===== src/rtl/cpu_types_pkg.sv =====
// -----------------------------------------------------------------------------
// cpu_types_pkg
//   Types and constants shared by the memory arbiter and its watchdog.
//   - ramstate_t  : handshake state reported by the single-ported RAM
//   - arb_state_t : arbiter FSM states
//   - FAULT_WORD  : load value returned for a request that faulted
//   - data_pending: helper that folds the data-side read/write strobes
// -----------------------------------------------------------------------------
package cpu_types_pkg;

    typedef enum logic [1:0] {
        FREE   = 2'd0,
        BUSY   = 2'd1,
        ACCESS = 2'd2,
        ERROR  = 2'd3
    } ramstate_t;

    typedef enum logic [1:0] {
        IDLE   = 2'd0,
        DGRANT = 2'd1,
        IGRANT = 2'd2,
        FAULT  = 2'd3
    } arb_state_t;

    localparam logic [31:0] FAULT_WORD = 32'hBAD0BAD0;

    // A data request is pending on either strobe; a write wins when both are high.
    function automatic logic data_pending(input logic ren, input logic wen);
        return ren | wen;
    endfunction

endpackage


===== src/rtl/arb_watchdog.sv =====
// -----------------------------------------------------------------------------
// arb_watchdog
//   Per-grant retry and timeout counters for the memory arbiter.
//   Ports:
//     i_clk      clock
//     i_nrst     asynchronous active-low reset
//     i_clr      clear both counters (no grant active, or grant completed)
//     i_busy     RAM stalled this cycle (BUSY or FREE) during a grant
//     i_err      RAM reported ERROR this cycle during a grant
//     o_expired  this cycle's busy/err event reaches its limit
// -----------------------------------------------------------------------------
module arb_watchdog #(
    parameter int unsigned TIMEOUT   = 255,
    parameter int unsigned MAX_RETRY = 3
) (
    input  logic i_clk,
    input  logic i_nrst,
    input  logic i_clr,
    input  logic i_busy,
    input  logic i_err,
    output logic o_expired
);

    localparam int unsigned TW = $clog2(TIMEOUT + 1);
    localparam int unsigned RW = $clog2(MAX_RETRY + 1);

    logic [TW-1:0] r_timeout;
    logic [RW-1:0] r_retry;
    logic          w_timeout_hit;
    logic          w_retry_hit;

    // Expiry is flagged on the event that would make the count reach its limit,
    // so the arbiter can leave the grant on that same edge.
    assign w_timeout_hit = i_busy && (r_timeout == TW'(TIMEOUT - 1));
    assign w_retry_hit   = i_err  && (r_retry   == RW'(MAX_RETRY - 1));
    assign o_expired     = w_timeout_hit || w_retry_hit;

    always_ff @(posedge i_clk or negedge i_nrst) begin
        if (!i_nrst) begin
            r_timeout <= '0;
            r_retry   <= '0;
        end else if (i_clr) begin
            r_timeout <= '0;
            r_retry   <= '0;
        end else begin
            if (i_busy) begin
                r_timeout <= r_timeout + TW'(1);
            end
            if (i_err) begin
                r_retry <= r_retry + RW'(1);
            end
        end
    end

endmodule


===== src/rtl/memory_arbiter.sv =====
// -----------------------------------------------------------------------------
// memory_arbiter
//   Arbitrates instruction-fetch and data-access requests onto a single-ported
//   RAM. A granted request is latched and replayed unchanged until the RAM
//   answers ACCESS; ERROR responses retry, BUSY/FREE stall. Exceeding the retry
//   or timeout limit completes the request with FAULT_WORD and sets memfault.
//   Ports:
//     CLK, nRST                 clock, asynchronous active-low reset
//     iREN, iaddr               instruction read request
//     iload, iwait              instruction data / stall (low one cycle on completion)
//     dREN, dWEN, daddr, dstore data read/write request
//     dload, dwait              data read data / stall (low one cycle on completion)
//     ramREN, ramWEN            RAM enables, driven only from the latched request
//     ramaddr, ramstore         RAM address / write data, from the latched request
//     ramload, ramstate         RAM read data / handshake state (ramstate_t)
//     memfault                  sticky fault flag, cleared only by reset
// -----------------------------------------------------------------------------
module memory_arbiter
    import cpu_types_pkg::*;
#(
    parameter int unsigned ADDR_W    = 32,
    parameter int unsigned DATA_W    = 32,
    parameter int unsigned TIMEOUT   = 255,
    parameter int unsigned MAX_RETRY = 3
) (
    input  logic              CLK,
    input  logic              nRST,
    input  logic              iREN,
    input  logic [ADDR_W-1:0] iaddr,
    output logic [DATA_W-1:0] iload,
    output logic              iwait,
    input  logic              dREN,
    input  logic              dWEN,
    input  logic [ADDR_W-1:0] daddr,
    input  logic [DATA_W-1:0] dstore,
    output logic [DATA_W-1:0] dload,
    output logic              dwait,
    output logic              ramREN,
    output logic              ramWEN,
    output logic [ADDR_W-1:0] ramaddr,
    output logic [DATA_W-1:0] ramstore,
    input  logic [DATA_W-1:0] ramload,
    input  logic [1:0]        ramstate,
    output logic              memfault
);

    arb_state_t        r_state;
    logic              r_last_d;
    logic              r_memfault;
    logic              r_is_d;
    logic              r_wen;
    logic [ADDR_W-1:0] r_addr;
    logic [DATA_W-1:0] r_store;

    ramstate_t         w_ramstate;
    logic              w_granted;
    logic              w_access;
    logic              w_busy;
    logic              w_err;
    logic              w_expired;
    logic              w_wd_clr;
    logic              w_d_pending;
    logic              w_pick_d;
    logic              w_done;
    logic [DATA_W-1:0] w_load;

    assign w_ramstate = ramstate_t'(ramstate);
    assign w_granted  = (r_state == DGRANT) || (r_state == IGRANT);
    assign w_access   = w_granted && (w_ramstate == ACCESS);
    assign w_busy     = w_granted && ((w_ramstate == BUSY) || (w_ramstate == FREE));
    assign w_err      = w_granted && (w_ramstate == ERROR);

    // Counters are per grant: idle, fault and a successful access all restart them.
    assign w_wd_clr = !w_granted || w_access;

    arb_watchdog #(
        .TIMEOUT  (TIMEOUT),
        .MAX_RETRY(MAX_RETRY)
    ) u_watchdog (
        .i_clk    (CLK),
        .i_nrst   (nRST),
        .i_clr    (w_wd_clr),
        .i_busy   (w_busy),
        .i_err    (w_err),
        .o_expired(w_expired)
    );

    // Data wins unless the instruction side is also asking and data had the last grant.
    assign w_d_pending = data_pending(dREN, dWEN);
    assign w_pick_d    = w_d_pending && (!iREN || !r_last_d);

    always_ff @(posedge CLK or negedge nRST) begin
        if (!nRST) begin
            r_state    <= IDLE;
            r_last_d   <= 1'b0;
            r_memfault <= 1'b0;
            r_is_d     <= 1'b0;
            r_wen      <= 1'b0;
            r_addr     <= '0;
            r_store    <= '0;
        end else begin
            unique case (r_state)
                IDLE: begin
                    if (w_pick_d) begin
                        r_state  <= DGRANT;
                        r_last_d <= 1'b1;
                        r_is_d   <= 1'b1;
                        r_wen    <= dWEN;
                        r_addr   <= daddr;
                        r_store  <= dstore;
                    end else if (iREN) begin
                        r_state  <= IGRANT;
                        r_last_d <= 1'b0;
                        r_is_d   <= 1'b0;
                        r_wen    <= 1'b0;
                        r_addr   <= iaddr;
                        r_store  <= '0;
                    end
                end
                DGRANT, IGRANT: begin
                    // ERROR and BUSY keep the latched request on the bus unchanged.
                    if (w_access) begin
                        r_state <= IDLE;
                    end else if (w_expired) begin
                        r_state    <= FAULT;
                        r_memfault <= 1'b1;
                    end
                end
                FAULT: begin
                    r_state <= IDLE;
                end
                default: begin
                    r_state <= IDLE;
                end
            endcase
        end
    end

    // RAM side is a pure decode of the request register, never of live inputs.
    assign ramREN   = w_granted && !r_wen;
    assign ramWEN   = w_granted && r_wen;
    assign ramaddr  = w_granted ? r_addr : '0;
    assign ramstore = (w_granted && r_wen) ? r_store : '0;

    // Completion: the ACCESS cycle of a grant, or the single FAULT cycle.
    assign w_done = w_access || (r_state == FAULT);
    assign w_load = (r_state == FAULT) ? DATA_W'(FAULT_WORD) : ramload;

    assign iwait = !(w_done && !r_is_d);
    assign dwait = !(w_done && r_is_d);
    assign iload = (w_done && !r_is_d) ? w_load : '0;
    assign dload = (w_done && r_is_d) ? w_load : '0;

    assign memfault = r_memfault;

    // At most one RAM enable and at most one completing side.
    a_one_enable : assert property (@(posedge CLK) disable iff (!nRST) !(ramREN && ramWEN));
    a_one_done   : assert property (@(posedge CLK) disable iff (!nRST) (iwait || dwait));

endmodule

===== config.mk =====
export PLATFORM = sky130hd
export DESIGN_NAME = memory_arbiter
export DESIGN_NICKNAME = d
export VERILOG_FILES = /design/src/rtl/cpu_types_pkg.sv /design/src/rtl/arb_watchdog.sv /design/src/rtl/memory_arbiter.sv
export SDC_FILE = /design/constraint.sdc
export NUM_CORES = 1
export LEC_CHECK = 0
export ABC_CLOCK_PERIOD_IN_PS = 6800
export BUFFER_PORTS_ARGS = -buffer_cell sky130_fd_sc_hd__buf_2
export CAP_MARGIN = 20
export CORE_AREA = 2 2 103 105
export CTS_CLUSTER_DIAMETER = 150
export DETAILED_ROUTE_END_ITERATION = 6
export DIE_AREA = 0 0 105 107
export GPL_TIMING_DRIVEN = 0
export PLACE_DENSITY = 0.89
export SLEW_MARGIN = 20
export SYNTH_ARGS = -nofsm -noshare
export SYNTH_HDL_FRONTEND = slang
export SYNTH_HIERARCHICAL = 1
export SYNTH_SLANG_ARGS = --single-unit

===== constraint.sdc =====
create_clock -name CLK -period 6.8 [get_ports CLK]
set_clock_uncertainty 0.1 [all_clocks]
set_input_delay 1.02 -clock CLK [delete_from_list [all_inputs] [get_ports CLK]]
set_output_delay 1.02 -clock CLK [all_outputs]
set_load 0.005 [all_outputs]

==> impl_metrics.csv <==
group,metric,value,unit
run_status,status,"finished, final reports clean",
setup_path,path_buf_inv,4,
yosys,netlist_top_cells_area,"dfrtp_1, mux2i_1, nor2_1, a22o_1, and2_1",
detailed_routing,drt_pre_antenna_iters,4,
setup_path,slowest_delay,400,ps
setup_path,critical_path_class,"flip-flop to primary output",
die,die_y,107,um
setup_path,r2r_slack,3610,ps
cells_and_area,multiInputGateArea,2160,sq um
die,rows,37,
timing,hold-worst-slack,376,ps
timing,final_hold_viol_count,0,
detailed_routing,drt_first_iter_violations,202,
pwr,power_density,400,nW/um^2
detailed_routing,drc,0,
setup_path,rr_startpoint,"r_state[1]$_DFFE_PN0P_",
yosys,synth_top_family_by_area,"simple AND/OR/NAND/NOR gates",
placement,placed_cells,881,
hold_path,hold_class,"flip-flop to flip-flop",
clock_network,clock-sinks,79,
cells_and_area,finalNonFillerCells,899,
setup_path,reg2reg_depth,11,
clock_network,numCtsBuffers,9,
global_route,grt_overflow_total,0,
clock_network,postCtsSetupBuffers,0,
clock_network,htree_num_levels,3,
setup_path,worstPathArrival,2520,ps
clock_network,cts-root-buf,"clkbuf_8",
global_route,grt_usage,24.0,%
detailed_routing,routedWlPerCell,15.6,um
yosys,syn_avg_cell_area,9.16,sq um
yosys,async_reset_ff_share,100,%
yosys,yosysWarningCount,6,
hold_path,min_to,"r_addr[1]$_DFFE_PN0P_",
yosys,synth-edff-count,0,
setup_path,cp-end-kind,"primary output",
cells_and_area,utilization,60.3,%
placement,place.port_buffers,267,
setup_path,critical_path_required,5680,ps
clock_network,tritoncts,"built",
timing,worst_pin_slew,664,ps
setup_path,crit_family,"buffers and inverters",
timing,min_period,3640,ps
yosys,syn_inst,477,
setup_path,cp-start-kind,"flip-flop",
setup_path,r2r_end,"r_state[1]$_DFFE_PN0P_",
clock_network,hold_buffers,0,
die,initial_core_util,43.3,%
detailed_routing,ant_nets,0,
timing,maxSlewViolCount,0,
pwr,finalPower,0.00243,W
timing,setup_violations,0,
setup_path,critPathMaxFanout,10,
setup_path,cp_common_cell,"buf_2",
setup_path,path_cells,"inv_1 -> ha_1 -> clkbuf_1 -> and3b_1 -> o21ai_1 -> buf_2 -> nor2_1 -> buf_2",
yosys,synth.mux.area_fraction,7.56,%
placement,gp_congestion,0.917,
pwr,p_comb_share,55.3,%
yosys,syn-num-nets,618,
cells_and_area,layout_common_cells,"buf_2, nor2_1, dfrtp_1, nand2_1, and2_1",
clock_network,clk_pin_slew,70,ps
detailed_routing,routed_via_density,5.04,
pwr,p_int,0.00141,W
clock_network,clkLatencyLatePin,350,ps
clock_network,cts_resized,0,
cells_and_area,mostFrequentLayoutCell,"buf_2",
placement,hpwl,11100,um
pwr,p_leak,3.56,nW
global_route,grt_pass1_vias,4362,
pwr,vdd_drop_max,0.182,mV
yosys,synthDistinctLibCells,34,
hold_path,hold_depth,2,
pwr,p_switching,0.00102,W
yosys,synth-compound-area-share,14.1,%
die,dieArea,11200,sq um
yosys,synth-simple-area-share,25.1,%
pwr,clkPwrFrac,12.9,%
cells_and_area,nNetsFinal,897,
yosys,ys_ff_latch,79,
cells_and_area,drive_above_1_share,39.9,%
timing,rsz0062_at_grt,"no",
global_route,grt_pass1_wl,21300,um
run,max-cap-violations,0,
setup_path,crit_slowest_cell,"dfrtp_1",
timing,fmax,275,MHz
detailed_routing,drt-total-wl,14000,um
timing,final.setup.tns,0,ps
global_route,antenna_found_initial,3,
cells_and_area,seq_area,1980,sq um
cells_and_area,fillers,933,
yosys,synth_top_cell_by_area,"dfrtp_1",
yosys,synth_top_area_share,45.2,%
die,io_pins,268,
hold_path,hp-start,"r_addr[1]$_DFFE_PN0P_",
global_route,grt_max_degree,57,
yosys,yosys.area_share.adder,1.72,%
clock_network,clockBufferDepth,2,
pwr,p_seq_share,31.8,%
cells_and_area,syn2layout_area_growth,39.3,%
yosys,ys.flop_type,"dfrtp_1",
timing,maxSlewHeadroom,55.1,%
die,core-area,10100,sq um
yosys,yosysSeqAreaShare,45.2,%
die,die_w,105,um
pwr,p_sw_share,42.0,%
detailed_routing,vias,4535,
timing,fin_crit_sh,53.5,%
yosys,synth_xor_area_share,1.00,%
setup_path,crit_path_start,"r_state[1]$_DFFE_PN0P_",
yosys,synth_area,4370,sq um
worst max-delay path by stage:
stage	end	cells after the start
finish	dload[18]	8
global route	iload[9]	8
CTS	dload[18]	8
detailed placement	dload[18]	6
global placement	dload[18]	6
floorplan	iload[22]	4
power groups by stage:
stage | logic (W) | registers, W | clock network (W)
final | 0.00135 | 0.000774 | 0.000313
after global placement | 0.00133 | 0.000771 | 0
after floorplan | 0.000835 | 0.000744 | 0
after global routing | 0.00150 | 0.000798 | 0.000340
after detailed placement | 0.00136 | 0.000778 | 0
after CTS | 0.00136 | 0.000773 | 0.000325
registers in the layout, indices dropped and copies added (netlist names):
signal and count:
memfault 1, r_addr 32, u_watchdog/r_timeout 8, r_is_d 1
u_watchdog/r_retry 2, r_state 2, r_wen 1, r_store 32
stage by stage:
step,setup WS [ps],instance area (sq um)
floorplan,3930,4370
global placement,3470,5880
detailed placement,3460,5910
CTS,3100,6080
global route,2940,6090
finish,3160,6090
kinds of logic after synthesis:
family	after synthesis
flops	79
simple gates	223
fa+ha+maj	6
compound gates	85
xor+xnor	5
buf+inv	46
mux	33
final cells by class:
class | count | area share [%]
timing repair buffer | 268 | 22.4
antenna | 3 | 0.123
sequential | 79 | 32.5
clock buffer | 12 | 2.55
buffer | 40 | 3.39
clock inverter | 3 | 0.308
inverter | 6 | 0.370
multi-input combinational | 352 | 35.6
tap | 136 | 2.79
Yosys cell counts (3+ instances only):
master	number
nor2_1	88
dfrtp_1	79
nand2_1	38
and2_1	34
a22o_1	33
and3_1	33
mux2i_1	33
clkbuf_1	23
o21ai_0	23
nand2b_1	17
o21ai_1	14
buf_2	9
ha_1	6
inv_1	6
buf_4	4
buf_6	4
nand4_1	4
a211oi_1	3
a21oi_1	3
or3_1	3
xor2_1	3
worst min-delay path, stage by stage (launching register included):
cell,delay [ps]
dfrtp_1,340
nand2_1,40
o21ai_0,60
routing by layer:
layer | vias to the layer above | global-route usage, % | routed length, um
li1 | 2184 | - | -
met1 | 2136 | 26.6 | 5450
met2 | 193 | 44.4 | 7310
met3 | 22 | 6.14 | 948
met4 | 0 | 8.38 | 278
met5 | - | 0 | 0
Power figures use the tool's default switching activity.
